$ cat src/rtl/mult32x32_fsm_if.sv
// rtl/mult32x32_fsm_if.sv - request/control bundle between mult32x32_fsm and its peers
interface mult32x32_fsm_if;
  logic        start;
  logic [31:0] a;
  logic [31:0] b;
  logic [1:0]  a_sel;
  logic        b_sel;
  logic [2:0]  shift_sel;
  logic        upd_prod;
  logic        clr_prod;
  logic        busy;
  logic        done;

  modport master (
    output start, a, b,
    input  a_sel, b_sel, shift_sel, upd_prod, clr_prod, busy, done
  );

  modport slave (
    input  start, a, b,
    output a_sel, b_sel, shift_sel, upd_prod, clr_prod, busy, done
  );
endinterface

$ cat src/rtl/mult32x32_fsm.sv
// rtl/mult32x32_fsm.sv - sequencing controller for mult32x32_arith (clear + 8 byte-by-halfword steps)
// Optional zero-operand step skipping: MULT32X32_FSM_SKIP_ZERO_EN
module mult32x32_fsm (
  input logic              clk,
  input logic              reset,
  mult32x32_fsm_if.slave   bus
);

  typedef enum logic [1:0] {
    S_IDLE  = 2'd0,
    S_CLEAR = 2'd1,
    S_MUL   = 2'd2,
    S_DONE  = 2'd3
  } state_t;

  state_t     state_q, state_d;
  logic [2:0] k_q, k_d;
  logic [7:0] active;
  logic       first_found, nxt_found;
  logic [2:0] first_k, nxt_k;

`ifdef MULT32X32_FSM_SKIP_ZERO_EN
  // A step contributes nothing when either its a byte or its b halfword is zero.
  always_comb begin
    active = '0;
    for (int i = 0; i < 8; i++) begin
      active[i] = (bus.a[8*(i%4) +: 8] != 8'd0) && (bus.b[16*(i/4) +: 16] != 16'd0);
    end
  end
`else
  assign active = 8'hFF;
`endif

  // Descending scan so the lowest qualifying index is the one that sticks.
  always_comb begin
    first_found = 1'b0;
    first_k     = 3'd0;
    nxt_found   = 1'b0;
    nxt_k       = 3'd0;
    for (int i = 7; i >= 0; i--) begin
      if (active[i]) begin
        first_found = 1'b1;
        first_k     = 3'(i);
      end
      if (active[i] && (4'(i) > {1'b0, k_q})) begin
        nxt_found = 1'b1;
        nxt_k     = 3'(i);
      end
    end
  end

  always_comb begin
    state_d = state_q;
    k_d     = k_q;
    case (state_q)
      S_IDLE: begin
        if (bus.start) begin
          state_d = S_CLEAR;
          k_d     = 3'd0;
        end
      end
      S_CLEAR: begin
        if (first_found) begin
          state_d = S_MUL;
          k_d     = first_k;
        end else begin
          state_d = S_DONE;
          k_d     = 3'd0;
        end
      end
      S_MUL: begin
        if (nxt_found) begin
          k_d = nxt_k;
        end else begin
          state_d = S_DONE;
          k_d     = 3'd0;
        end
      end
      S_DONE: begin
        state_d = S_IDLE;
        k_d     = 3'd0;
      end
      default: begin
        state_d = S_IDLE;
        k_d     = 3'd0;
      end
    endcase
  end

  always_ff @(posedge clk) begin
    if (reset) begin
      state_q <= S_IDLE;
      k_q     <= 3'd0;
    end else begin
      state_q <= state_d;
      k_q     <= k_d;
    end
  end

  // Moore outputs: selects are only non-zero while a MUL step is in flight.
  always_comb begin
    bus.a_sel     = 2'd0;
    bus.b_sel     = 1'b0;
    bus.shift_sel = 3'd0;
    bus.upd_prod  = 1'b0;
    bus.clr_prod  = 1'b0;
    bus.busy      = 1'b0;
    bus.done      = 1'b0;
    case (state_q)
      S_CLEAR: begin
        bus.clr_prod = 1'b1;
        bus.busy     = 1'b1;
      end
      S_MUL: begin
        bus.upd_prod  = 1'b1;
        bus.busy      = 1'b1;
        bus.a_sel     = k_q[1:0];
        bus.b_sel     = k_q[2];
        bus.shift_sel = {1'b0, k_q[1:0]} + {1'b0, k_q[2], 1'b0};
      end
      S_DONE: begin
        bus.done = 1'b1;
      end
      default: begin
        bus.done = 1'b0;
      end
    endcase
  end

endmodule

$ cat src/flat_wrapper.sv
// flat-port wrapper written by rule: the top's interface ports become plain ports
module mult32x32_fsm_flat 
  (clk, reset, bus_start, bus_a, bus_b, bus_a_sel, bus_b_sel, bus_shift_sel, bus_upd_prod, bus_clr_prod, bus_busy, bus_done);
  mult32x32_fsm_if bus_i ();
  input logic clk;
  input logic reset;
  input wire logic [$bits(bus_i.start)-1:0] bus_start;
  input wire logic [$bits(bus_i.a)-1:0] bus_a;
  input wire logic [$bits(bus_i.b)-1:0] bus_b;
  output wire logic [$bits(bus_i.a_sel)-1:0] bus_a_sel;
  output wire logic [$bits(bus_i.b_sel)-1:0] bus_b_sel;
  output wire logic [$bits(bus_i.shift_sel)-1:0] bus_shift_sel;
  output wire logic [$bits(bus_i.upd_prod)-1:0] bus_upd_prod;
  output wire logic [$bits(bus_i.clr_prod)-1:0] bus_clr_prod;
  output wire logic [$bits(bus_i.busy)-1:0] bus_busy;
  output wire logic [$bits(bus_i.done)-1:0] bus_done;
  assign bus_i.start = bus_start;
  assign bus_i.a = bus_a;
  assign bus_i.b = bus_b;
  assign bus_a_sel = bus_i.a_sel;
  assign bus_b_sel = bus_i.b_sel;
  assign bus_shift_sel = bus_i.shift_sel;
  assign bus_upd_prod = bus_i.upd_prod;
  assign bus_clr_prod = bus_i.clr_prod;
  assign bus_busy = bus_i.busy;
  assign bus_done = bus_i.done;
  mult32x32_fsm u_core (.clk(clk), .reset(reset), .bus(bus_i));
endmodule
$ cat config.mk
export PLATFORM = sky130hd
export DESIGN_NAME = mult32x32_fsm_flat
export DESIGN_NICKNAME = d
export VERILOG_FILES = /design/src/rtl/mult32x32_fsm_if.sv /design/src/rtl/mult32x32_fsm.sv /design/src/flat_wrapper.sv
export SDC_FILE = /design/constraint.sdc
export NUM_CORES = 1
export LEC_CHECK = 0
export BUFFER_PORTS_ARGS = -buffer_cell sky130_fd_sc_hd__buf_2
export CORE_ASPECT_RATIO = 0.7
export CORE_MARGIN = 5
export CORE_UTILIZATION = 27
export CTS_BUF_LIST = sky130_fd_sc_hd__clkbuf_2
export DETAILED_ROUTE_END_ITERATION = 6
export PLACE_DENSITY = 0.75
export SETUP_SLACK_MARGIN = 0.05
export SYNTH_ARGS = -nofsm -noshare
export SYNTH_HDL_FRONTEND = slang
export SYNTH_SLANG_ARGS = --single-unit
$ cat constraint.sdc
create_clock -name clk -period 1.6 [get_ports clk]
set_input_delay 0.24 -clock clk [delete_from_list [all_inputs] [get_ports clk]]
set_output_delay 0.24 -clock clk [all_outputs]
set_load 0.02 [all_outputs]
==> flow_summary_export.csv <==
group,metric,value,unit
outcome,outcome,"finished, final reports clean",
grt,number_of_global_route_vias_before_repair,472,
synth,synth_mux_area_share,1.92,%
sta,finalClockSkew,0.0124,ns
sta,layout_worst_path_cycle_share,97.3,%
hold_path,worst_hold_path_type,"in -> reg",
worst_setup_path,worst_setup_path_end_kind,"flop",
grt,groute.usage.overall,9.00,%
place,port-buffer-count,12,
clock_network,tritoncts.num_buffers,3,
synth,synth_top_family_by_area,"adder cells",
route,drt_via_density,4.82,
worst_setup_path,worstPathArrival,1.70,ns
clock_network,cts-htree-levels,1,
cells_and_area,areaGrowthSynthToFinish,49.6,%
synth,synth-compound-area-share,18.9,%
grt,first_pass_grt_wire_length,2020,um
synth,async_reset_ff_share,0,%
cells_and_area,fin_area,781,um^2
worst_setup_path,worst_path_max_delay_cell,"dfxtp_1",
floorplan,floorplan.die.width,62.5,um
grt,antenna_found_initial,0,
floorplan,floorplan.initialDensity,28.1,%
clock_network,clk_pin_slew_worst_paths,0.07,ns
place,hpwl,980,um
synth,netlist.area_leader.share,28.8,%
flow_run,timing.max_cap.violations,0,
sta,hold_viol_final,0,
sta,post-route-min-period,1.56,ns
route,first_pass_iters,4,
sta,setup_viol,0,
synth,synthMostInstantiatedCell,"ha_1",
clock_network,cts.sink_count,5,
place,placedCellCount,99,
clock_network,clkLatencyLatePin,0.23,ns
route,number_of_nets_with_antenna_violations_after_routing,0,
clock_network,cts_buffer_depth,2,
grt,grt_max_degree,11,
sta,whs,0.279,ns
cells_and_area,antenna_diode_count,0,
place,gp_congestion,0.870,
place,placedInstanceArea,654,um^2
synth,seq_area_frac_synth,19.2,%
synth,synth.ff_latch_count,5,
worst_setup_path,cp_top_family,"simple AND/OR/NAND/NOR gates",
power_and_ir_drop,report.power.total,850,uW
worst_setup_path,crit_buf_inv,1,
synth,syn-mean-instance-area,8.84,um^2
synth,number_of_flops_mapped_to_enable_cells_by_yosys,0,
worst_setup_path,crit_chain,"buf_6 > ha_2 > nand2_2 > nor4_4 > o2bb2ai_2 > mux2i_1",
clock_network,cts.root.buffer_cell,"clkbuf_2",
synth,synth.largest_area_cell,"ha_1",
route,totalWireLength,1600,um
floorplan,core_area,1850,um^2
route,post_drt_wl_per_cell,14.9,um
cells_and_area,nets,165,
sta,maxSlewViolCount,0,
worst_setup_path,timing_worst_setup_path_type,"reg -> reg",
synth,postSynth.topFlopCell,"dfxtp_1",
floorplan,top_level_ports,77,
synth,synth_simple_gate_area_share,24.7,%
synth,yosys-top-cells-count,"12 x ha_1, 6 x inv_1, 5 x dfxtp_1",
sta,tightestPinTransition,0.323,ns
cells_and_area,final_cells,107,
synth,synthesis.area,522,um^2
floorplan,rows,13,
cells_and_area,layout.core_utilization,42.1,%
route,via_count,516,
worst_setup_path,max_stage_delay,0.37,ns
grt,gr-total-overflow,0,
synth,synth_xor_xnor_area_share,0,%
route,post-route-drc-count,0,
clock_network,tritoncts,"built",
synth,synth_fa_ha_area_share,28.8,%
synth,postSynthCellCount,59,
floorplan,die_area,2930,um^2
sta,grt_setup_unrepaired,"yes",
floorplan,die-height,46.8,um
synth,synth_area_leaders,"ha_1 29%, dfxtp_1 19%, and2_1 4.8%",
power_and_ir_drop,p_per_area,1090,nW/um^2
sta,slew_headroom,78.4,%
power_and_ir_drop,ir_drop,0.615,mV
worst_setup_path,worst_ep_required_time,1.74,ns
synth,post_synth_num_cell_types,29,
cells_and_area,layout-drive-gt1-share,55.3,%
synth,yosys_warnings,0,
route,drt_iter0_markers,16,
sta,clock.fmax,642,MHz
power_and_ir_drop,static-leakage-power,0.356,nW
synth,synthesis.nets,138,
worst_setup_path,start_kind,"flop",
worst_setup_path,path_max_fanout,7,
## path summary, 6_finish.rpt
kind,startpoint,to,slack (ns),depth (start not counted)
worst max-delay path,u_core.k_q[0],u_core.state_q[1],0.04,6
worst min-delay path,reset,u_core.k_q[1],0.28,2
worst max register to register,u_core.k_q[0],u_core.state_q[1],0.04,6
worst min register to register,u_core.k_q[1],u_core.k_q[1],0.47,2
## routing by layer
layer / vias to the layer above / wire, um / track usage, % / part of all wire (%)
met2: 18 / 807 / 15.5 / 51
met3: 6 / 95 / 5.26 / 6.0
met4: 0 / 61 / 2.54 / 3.8
li1: 253 / - / - / -
met1: 239 / 630 / 9.73 / 39
met5: - / 0 / 0 / 0
## what timing repair did
action / CTS / global route
setup buffers: 0 / 4
endpoints found under the setup margin: 7 / 9
resized for setup: 2 / 24
endpoints found under the hold margin: 0 / 0
hold buffers: 0 / 0
pin swaps: 2 / 6
## where the power goes
group | internal (mW) | switching [mW]
Clock | 0.0663 | 0.0581
Combinational | 0.258 | 0.296
Sequential | 0.156 | 0.0159
## sequential cells by signal, indices dropped and copies added (netlist names)
name and cells:
u_core.k_q 3, u_core.state_q 2
## cells in the final DEF (no fill, tap or decap), types with 2 or more instances in the layout
cell type | Yosys | final
buf_4 | 1 | 10
ha_1 | 12 | 9
buf_2 | 0 | 9
and2_1 | 4 | 4
inv_1 | 6 | 4
clkbuf_2 | 0 | 4
buf_6 | 0 | 4
dfxtp_2 | 0 | 4
inv_2 | 1 | 3
a21oi_1 | 3 | 3
nand2b_1 | 2 | 2
nor2b_1 | 2 | 2
nand2_1 | 3 | 2
o22ai_1 | 2 | 2
ha_2 | 0 | 2
## metrics by stage
step | worst slack, ns | TNS, ns
final | 0.0435 | 0
after global routing | -0.0173 | -0.0249
after CTS | 0.0534 | 0
after detailed placement | 0.0825 | 0
after global placement | 0.0977 | 0
after floorplan | 0.115 | 0
## final cells by class
class                           instances  area [um^2]
Clock buffer                            4         20.0
Fill cell                             190         1070
Inverter                                7         26.3
Multi-Input combinational cell         46          437
Sequential cell                         5          105
Tap cell                               22         27.5
Timing Repair Buffer                   23          165
## cell families after synthesis
family	after synthesis
simple gates	20
mux	1
compound gates	13
buf+inv	8
flops	5
fa+ha+maj	12
Power figures use the tool's default switching activity.
